### src/rtl/a5_burst_sequencer_pkg.sv
// Shared types and A5/1 constants for the burst sequencer slice.
package a5_burst_sequencer_pkg;

    localparam int KEY_W         = 64;   // session key width
    localparam int FRAME_W       = 22;   // frame number width
    localparam int A5_BURST_BITS = 114;  // keystream bits per burst, two bursts per frame
    localparam int A5_WORD_W     = 32;   // default output word width

    typedef enum logic [2:0] {
        ST_IDLE   = 3'd0,
        ST_LOAD   = 3'd1,
        ST_INIT   = 3'd2,
        ST_STREAM = 3'd3,
        ST_FLUSH  = 3'd4,
        ST_NEXT   = 3'd5
    } state_e;

endpackage

### src/rtl/a5_burst_sequencer_if.sv
// Output word stream of the burst sequencer.
// Handshake: a word transfers on every rising edge where out_valid=1 and
// out_ready=1; once out_valid is raised, out_data/out_nbits/out_last/out_burst
// hold steady until that transfer, and out_valid never waits on out_ready.
interface a5_burst_sequencer_if
    import a5_burst_sequencer_pkg::*;
#(
    parameter int WORD_W = A5_WORD_W
);
    localparam int NB_W = $clog2(WORD_W) + 1;

    logic              out_valid;
    logic              out_ready;
    logic [WORD_W-1:0] out_data;
    logic [NB_W-1:0]   out_nbits;
    logic              out_last;
    logic              out_burst;

    modport master (
        output out_valid, out_data, out_nbits, out_last, out_burst,
        input  out_ready
    );

    modport slave (
        input  out_valid, out_data, out_nbits, out_last, out_burst,
        output out_ready
    );

endinterface

### src/rtl/a5_word_packer.sv
// Packs keystream bits LSB-first into words and owns the output register.
// A completed word parks in the assembly register (full=1) until the output
// register is free, so the upstream FSM must not offer bits while full=1.
module a5_word_packer
    import a5_burst_sequencer_pkg::*;
#(
    parameter int WORD_W = A5_WORD_W
) (
    input  logic clk,
    input  logic reset,
    input  logic clear,      // abort: drop assembly and output register
    input  logic bit_en,     // consume bit_in this edge
    input  logic bit_in,
    input  logic bit_end,    // bit_in is the last bit of a burst
    input  logic bit_burst,  // burst id of bit_in
    output logic full,       // assembly word complete, waiting for output register
    output logic drained,    // nothing left after this edge
    a5_burst_sequencer_if.master out_if
);
    localparam int NB_W = $clog2(WORD_W) + 1;

    logic [WORD_W-1:0] asm_q, asm_d;
    logic [NB_W-1:0]   cnt_q, cnt_d;
    logic              pend_q, pend_d;
    logic              last_q, last_d;
    logic              burst_q, burst_d;
    logic              ov_q, ov_d;
    logic [WORD_W-1:0] od_q, od_d;
    logic [NB_W-1:0]   onb_q, onb_d;
    logic              ol_q, ol_d;
    logic              ob_q, ob_d;

    // Next-state for the assembly word and the output register.
    always_comb begin
        asm_d   = asm_q;
        cnt_d   = cnt_q;
        pend_d  = pend_q;
        last_d  = last_q;
        burst_d = burst_q;
        ov_d    = ov_q;
        od_d    = od_q;
        onb_d   = onb_q;
        ol_d    = ol_q;
        ob_d    = ob_q;
        if (pend_q && (!ov_q || out_if.out_ready)) begin
            ov_d    = 1'b1;
            od_d    = asm_q;
            onb_d   = cnt_q;
            ol_d    = last_q;
            ob_d    = burst_q;
            asm_d   = '0;
            cnt_d   = '0;
            pend_d  = 1'b0;
            last_d  = 1'b0;
            burst_d = 1'b0;
        end else if (ov_q && out_if.out_ready) begin
            ov_d = 1'b0;
        end
        // bit_en is only offered while pend_q=0, so it never meets the move above
        if (bit_en) begin
            asm_d[cnt_q[NB_W-2:0]] = bit_in;
            cnt_d   = cnt_q + 1'b1;
            burst_d = bit_burst;
            if (bit_end || cnt_q == NB_W'(WORD_W - 1)) begin
                pend_d = 1'b1;
                last_d = bit_end;
            end
        end
        if (clear) begin
            asm_d   = '0;
            cnt_d   = '0;
            pend_d  = 1'b0;
            last_d  = 1'b0;
            burst_d = 1'b0;
            ov_d    = 1'b0;
            od_d    = '0;
            onb_d   = '0;
            ol_d    = 1'b0;
            ob_d    = 1'b0;
        end
    end

    // Register update with synchronous reset.
    always_ff @(posedge clk) begin
        if (reset) begin
            asm_q   <= '0;
            cnt_q   <= '0;
            pend_q  <= 1'b0;
            last_q  <= 1'b0;
            burst_q <= 1'b0;
            ov_q    <= 1'b0;
            od_q    <= '0;
            onb_q   <= '0;
            ol_q    <= 1'b0;
            ob_q    <= 1'b0;
        end else begin
            asm_q   <= asm_d;
            cnt_q   <= cnt_d;
            pend_q  <= pend_d;
            last_q  <= last_d;
            burst_q <= burst_d;
            ov_q    <= ov_d;
            od_q    <= od_d;
            onb_q   <= onb_d;
            ol_q    <= ol_d;
            ob_q    <= ob_d;
        end
    end

    assign full             = pend_q;
    assign drained          = !pend_q && (!ov_q || out_if.out_ready);
    assign out_if.out_valid = ov_q;
    assign out_if.out_data  = od_q;
    assign out_if.out_nbits = onb_q;
    assign out_if.out_last  = ol_q;
    assign out_if.out_burst = ob_q;

endmodule

### src/rtl/a5_burst_sequencer.sv
// Drives an external A5/1 keystream generator frame by frame and streams the
// 2 x BURST_BITS keystream bits of every frame out as packed words.
module a5_burst_sequencer
    import a5_burst_sequencer_pkg::*;
#(
    parameter int WORD_W     = A5_WORD_W,
    parameter int BURST_BITS = A5_BURST_BITS
) (
    input  logic               clk,
    input  logic               reset,
    input  logic               start,
    input  logic [KEY_W-1:0]   key,
    input  logic [FRAME_W-1:0] frame,
    input  logic [7:0]         num_frames,
    input  logic               abort,
    output logic               busy,
    output logic               done,
    output logic               gen_load,
    output logic               gen_stall,
    output logic [KEY_W-1:0]   gen_key,
    output logic [FRAME_W-1:0] gen_frame,
    input  logic               gen_q,
    input  logic               gen_valid,
    a5_burst_sequencer_if.master out_if,
    output logic [2:0]         dbg_state
);
    localparam logic [2:0] S_IDLE   = ST_IDLE;
    localparam logic [2:0] S_LOAD   = ST_LOAD;
    localparam logic [2:0] S_INIT   = ST_INIT;
    localparam logic [2:0] S_STREAM = ST_STREAM;
    localparam logic [2:0] S_FLUSH  = ST_FLUSH;
    localparam logic [2:0] S_NEXT   = ST_NEXT;
    localparam int BC_W = $clog2(2 * BURST_BITS);

    logic [2:0]         state_q, state_d;
    logic [KEY_W-1:0]   key_q, key_d;
    logic [FRAME_W-1:0] frame_q, frame_d;
    logic [7:0]         left_q, left_d;      // frames still to run after the current one
    logic [BC_W-1:0]    bit_cnt_q, bit_cnt_d;
    logic               done_q, done_d;
    logic               pk_full, pk_drained, consume, bit_end, bit_burst;

    assign gen_stall = !(state_q == S_STREAM && !pk_full);
    assign consume   = (state_q == S_STREAM) && gen_valid && !gen_stall;
    assign bit_end   = (bit_cnt_q == BC_W'(BURST_BITS - 1)) ||
                       (bit_cnt_q == BC_W'(2 * BURST_BITS - 1));
    assign bit_burst = (bit_cnt_q >= BC_W'(BURST_BITS));

    // Frame sequencing FSM and its counters; abort overrides everything.
    always_comb begin
        state_d   = state_q;
        key_d     = key_q;
        frame_d   = frame_q;
        left_d    = left_q;
        bit_cnt_d = bit_cnt_q;
        done_d    = 1'b0;
        case (state_q)
            S_IDLE: begin
                if (start) begin
                    key_d     = key;
                    frame_d   = frame;
                    left_d    = (num_frames == 8'd0) ? 8'd0 : num_frames - 8'd1;
                    bit_cnt_d = '0;
                    state_d   = S_LOAD;
                end
            end
            S_LOAD: state_d = S_INIT;
            S_INIT: begin
                if (gen_valid) state_d = S_STREAM;
            end
            S_STREAM: begin
                if (consume) begin
                    if (bit_cnt_q == BC_W'(2 * BURST_BITS - 1)) begin
                        bit_cnt_d = '0;
                        state_d   = S_FLUSH;
                    end else begin
                        bit_cnt_d = bit_cnt_q + 1'b1;
                    end
                end
            end
            S_FLUSH: begin
                if (pk_drained) begin
                    if (left_q != 8'd0) begin
                        state_d = S_NEXT;
                    end else begin
                        done_d  = 1'b1;
                        state_d = S_IDLE;
                    end
                end
            end
            S_NEXT: begin
                frame_d = frame_q + 1'b1;
                left_d  = left_q - 8'd1;
                state_d = S_LOAD;
            end
            default: state_d = S_IDLE;
        endcase
        if (abort) begin
            state_d   = S_IDLE;
            bit_cnt_d = '0;
            done_d    = 1'b0;
        end
    end

    // FSM and counter registers with synchronous reset.
    always_ff @(posedge clk) begin
        if (reset) begin
            state_q   <= S_IDLE;
            key_q     <= '0;
            frame_q   <= '0;
            left_q    <= '0;
            bit_cnt_q <= '0;
            done_q    <= 1'b0;
        end else begin
            state_q   <= state_d;
            key_q     <= key_d;
            frame_q   <= frame_d;
            left_q    <= left_d;
            bit_cnt_q <= bit_cnt_d;
            done_q    <= done_d;
        end
    end

    assign busy      = (state_q != S_IDLE);
    assign done      = done_q;
    assign gen_load  = (state_q == S_LOAD);
    assign gen_key   = key_q;
    assign gen_frame = frame_q;
    assign dbg_state = state_q;

    a5_word_packer #(.WORD_W(WORD_W)) u_packer (
        .clk       (clk),
        .reset     (reset),
        .clear     (abort),
        .bit_en    (consume),
        .bit_in    (gen_q),
        .bit_end   (bit_end),
        .bit_burst (bit_burst),
        .full      (pk_full),
        .drained   (pk_drained),
        .out_if    (out_if)
    );

endmodule

### src/flat_wrapper.sv
// flat-port wrapper written by rule: the top's interface ports become plain ports
module a5_burst_sequencer_flat import a5_burst_sequencer_pkg::*;
#(
    parameter int WORD_W     = A5_WORD_W,
    parameter int BURST_BITS = A5_BURST_BITS
)
  (clk, reset, start, key, frame, num_frames, abort, busy, done, gen_load, gen_stall, gen_key, gen_frame, gen_q, gen_valid, dbg_state, out_if_out_valid, out_if_out_data, out_if_out_nbits, out_if_out_last, out_if_out_burst, out_if_out_ready);
  a5_burst_sequencer_if #(.WORD_W(WORD_W)) out_if_i ();
  input  logic clk;
  input  logic reset;
  input  logic start;
  input  logic [KEY_W-1:0] key;
  input  logic [FRAME_W-1:0] frame;
  input  logic [7:0] num_frames;
  input  logic abort;
  output logic busy;
  output logic done;
  output logic gen_load;
  output logic gen_stall;
  output logic [KEY_W-1:0] gen_key;
  output logic [FRAME_W-1:0] gen_frame;
  input  logic gen_q;
  input  logic gen_valid;
  output logic [2:0] dbg_state;
  output wire logic [$bits(out_if_i.out_valid)-1:0] out_if_out_valid;
  output wire logic [$bits(out_if_i.out_data)-1:0] out_if_out_data;
  output wire logic [$bits(out_if_i.out_nbits)-1:0] out_if_out_nbits;
  output wire logic [$bits(out_if_i.out_last)-1:0] out_if_out_last;
  output wire logic [$bits(out_if_i.out_burst)-1:0] out_if_out_burst;
  input wire logic [$bits(out_if_i.out_ready)-1:0] out_if_out_ready;
  assign out_if_out_valid = out_if_i.out_valid;
  assign out_if_out_data = out_if_i.out_data;
  assign out_if_out_nbits = out_if_i.out_nbits;
  assign out_if_out_last = out_if_i.out_last;
  assign out_if_out_burst = out_if_i.out_burst;
  assign out_if_i.out_ready = out_if_out_ready;
  a5_burst_sequencer #(.WORD_W(WORD_W), .BURST_BITS(BURST_BITS)) u_core (.clk(clk), .reset(reset), .start(start), .key(key), .frame(frame), .num_frames(num_frames), .abort(abort), .busy(busy), .done(done), .gen_load(gen_load), .gen_stall(gen_stall), .gen_key(gen_key), .gen_frame(gen_frame), .gen_q(gen_q), .gen_valid(gen_valid), .out_if(out_if_i), .dbg_state(dbg_state));
endmodule
### config.mk
export PLATFORM = sky130hd
export DESIGN_NAME = a5_burst_sequencer_flat
export DESIGN_NICKNAME = d
export VERILOG_FILES = /design/src/rtl/a5_burst_sequencer_pkg.sv /design/src/rtl/a5_burst_sequencer_if.sv /design/src/rtl/a5_word_packer.sv /design/src/rtl/a5_burst_sequencer.sv /design/src/flat_wrapper.sv
export SDC_FILE = /design/constraint.sdc
export NUM_CORES = 1
export LEC_CHECK = 0
export CAP_MARGIN = 20
export CORE_ASPECT_RATIO = 0.5
export CORE_MARGIN = 2
export CORE_UTILIZATION = 29
export DETAILED_ROUTE_END_ITERATION = 10
export HOLD_SLACK_MARGIN = 0.05
export SYNTH_ARGS = -nofsm -noshare
export SYNTH_HDL_FRONTEND = slang
export SYNTH_SLANG_ARGS = --single-unit
### constraint.sdc
create_clock -name clk -period 2.3 [get_ports clk]
set_input_delay 0.23 -clock clk [delete_from_list [all_inputs] [get_ports clk]]
set_output_delay 0.23 -clock clk [all_outputs]
set_load 0.03 [all_outputs]
==> flow_summary.json <==
{
  "met3_usage_pct": 4.50,
  "ys_seq_area_share_pct": 46.4,
  "fin_tns_setup_ns": 0,
  "synth_top_area_cell": "dfxtp_1",
  "power_frac_comb_pct": 14.4,
  "p_per_area_mw_per_mm2": 637,
  "period_needed_ns": 2.14,
  "drtIter0Drc": 544,
  "post-route-util_pct": 41.7,
  "cts_buffer_depth": 2,
  "ant_nets": 0,
  "avgSynthCellArea_um2": 8.06,
  "critPathCaptureType": "primary output",
  "die_area_mm2": 0.0294,
  "dpl_cell_area_mm2": 0.0110,
  "instances_no_fill": 1615,
  "setup_slack_ns": 0.164,
  "power_frac_clock_pct": 38.4,
  "nets": 1333,
  "drcViolationCount": 0,
  "ios": 235,
  "firstDrtPassIters": 5,
  "worstMarginPinSlew_ns": 0.888,
  "startpoint_type": "flip-flop",
  "routed_wl_um": 24800,
  "grt_pass1_wl_um": 39200,
  "worst-path-max-fanout": 16,
  "clock_sinks": 188,
  "cts_tree": "done",
  "fin_area_mm2": 0.0115,
  "setup_viol": 0,
  "min_path_type": "in2reg",
  "core_mm2": 0.0276,
  "finClkSkew_ns": 0.00709,
  "p_sw_mw": 1.98,
  "synth_flop_cell": "dfxtp_1",
  "finalMaxSlewViolations": 0,
  "overflow": 0,
  "dp.cells": 1582,
  "seqPwrFrac_pct": 47.2,
  "crit_type": "reg2out",
  "clock_latency_ns": 0.45,
  "ys_types": 71,
  "ys_seq_elements": 188,
  "via_per_inst": 4.93,
  "synth_top_cell_area_share_pct": 46.4,
  "maxCapViolCount": 0,
  "die_x_um": 241,
  "htree_levels": 4,
  "clk_transition_reported_paths_ns": 0.07,
  "area_growth_syn_to_layout_pct": 41.9,
  "post-cts-setup-buffers": 0,
  "num_rows": 43,
  "post-place-ws_ns": 0.208,
  "fin_hold_ws_ns": 0.323,
  "antenna_found_initial": 2,
  "synth_area_leaders": "dfxtp_1 (46%), nand2_1 (11%), a21oi_1 (9.9%), o211ai_1 (3.2%), nand3_1 (3.1%)",
  "gp_congestion": 0.785,
  "post-route-period-util_pct": 92.9,
  "hold_violations": 0,
  "vdd_ir_drop_max_mv": 0.396,
  "fillCellCount": 2749,
  "top_usage_layer": "met2",
  "cts-root-buf": "clkbuf_16",
  "port-buffer-count": 234,
  "grt_pass1_vias": 7712,
  "swShare_pct": 27.0,
  "synth_edf_count": 0,
  "rsz0062_at_grt": "no",
  "met1_usage_pct": 19.4,
  "synth_nets": 1120,
  "slew_headroom_pct": 40.8,
  "vias": 7969,
  "p_int_mw": 5.36,
  "synth_most_common_cell": "nand2_1",
  "floorplan.initialDensity_pct": 29.4,
  "max_freq_mhz": 468,
  "wl_per_cell_um": 15.4,
  "crit_required_ns": 2.07,
  "met2_usage_pct": 29.4,
  "syn_inst": 1007,
  "power_leakage_nw": 3.91,
  "power.total_mw": 7.34,
  "synthArstFlopShare_pct": 0,
  "drive_gt1_share_pct": 7.31,
  "status": "finished clean",
  "cp.arrival_ns": 1.91,
  "hpwl_um": 17500,
  "syn-cell-area_mm2": 0.00812,
  "yosysWarnings": 0,
  "cts_inserted_buffers": 17,
  "yosys-top-cells-count": "nand2_1 (230), dfxtp_1 (188), a21oi_1 (160)",
  "grt_max_degree": 81,
  "die_h_um": 122,
  "grt_util_all_layers_pct": 16.8
}
-- kinds of logic after synthesis --
kind of cell | Yosys count | share of synthesized area [%]
multiplexers | 3 | 0.385
AO/OA/AOI/OAI | 273 | 20.5
AND/OR/NAND/NOR | 418 | 24.4
buffers and inverters | 98 | 4.89
flip-flops | 188 | 46.4
adder cells (fa/ha/maj) | 12 | 1.85
XOR/XNOR | 15 | 1.62
-- critical path, cell delays in order (launching register included) --
cell and delay, ns:
dfxtp_1 0.31, buf_4 0.19, or3_1 0.35, clkdlybuf4s50_1 0.61
-- routing by layer --
layer,up-vias,wire length (µm)
met5,-,0
met4,0,668
met3,46,1020
met2,162,12600
met1,3782,10500
li1,3979,-
-- cells in the final DEF (no fill, tap or decap), drive strengths merged, types with 9 or more instances in the layout --
| master | count |
|---|---|
| nand2 | 232 |
| clkdlybuf4s50 | 231 |
| dfxtp | 188 |
| a21oi | 160 |
| nand3 | 51 |
| buf | 37 |
| o211ai | 35 |
| nor2 | 33 |
| inv | 22 |
| clkbuf | 20 |
| nor3 | 17 |
| a211oi | 15 |
| o21ai | 12 |
| ha | 12 |
| nand4 | 11 |
| or3 | 10 |
| and2 | 9 |
-- sequential cells by signal, indices dropped and copies added, names as in the netlist --
| signal | cells |
|---|---|
| u_core.bit_cnt_q | 8 |
| u_core.dbg_state | 3 |
| u_core.done | 1 |
| u_core.gen_frame | 22 |
| u_core.gen_key | 64 |
| u_core.left_q | 8 |
| u_core.u_packer.asm_q | 32 |
| u_core.u_packer.burst_q | 1 |
| u_core.u_packer.cnt_q | 6 |
| u_core.u_packer.full | 1 |
| u_core.u_packer.last_q | 1 |
| u_core.u_packer.out_if.out_burst | 1 |
| u_core.u_packer.out_if.out_data | 32 |
| u_core.u_packer.out_if.out_last | 1 |
| u_core.u_packer.out_if.out_nbits | 6 |
| u_core.u_packer.out_if.out_valid | 1 |
-- power groups by stage --
stage               sequential [mW]  clock, mW  combinational [mW]
CTS                            3.46       2.90                1.07
detailed placement             3.54          0                1.06
global placement               3.53          0                1.05
global route                   3.48       3.02                1.14
finish                         3.46       2.82                1.06
floorplan                      3.72          0               0.352
-- final cells by class --
| type | instances | area (µm²) | area share [%] |
|---|---|---|---|
| sequential | 188 | 3760 | 32.7 |
| timing repair buffer | 271 | 2680 | 23.2 |
| tap | 382 | 478 | 4.15 |
| clock buffer | 20 | 447 | 3.88 |
| clock inverter | 10 | 95.1 | 0.825 |
| inverter | 21 | 78.8 | 0.684 |
| antenna | 2 | 5.00 | 0.0434 |
| multi-input combinational | 721 | 3970 | 34.5 |
-- final timing paths --
path,start,end,slack (ns),cells after the start
setup / recovery,u_core.dbg_state[0],busy,0.16,3
hold / removal,key[54],u_core.gen_key[54],0.32,3
setup reg to reg,u_core.u_packer.full,u_core.u_packer.asm_q[14],0.27,4
hold reg to reg,u_core.gen_key[3],u_core.gen_key[3],0.45,2
-- timing repair --
| action | in CTS | in global routing |
|---|---|---|
| gates resized for setup | 3 | 0 |
| setup endpoints to repair | 2 | 0 |
| hold buffers | 1 | 0 |
| hold endpoints to repair | 2 | 0 |
No activity file was read; power rests on OpenSTA's default activity.
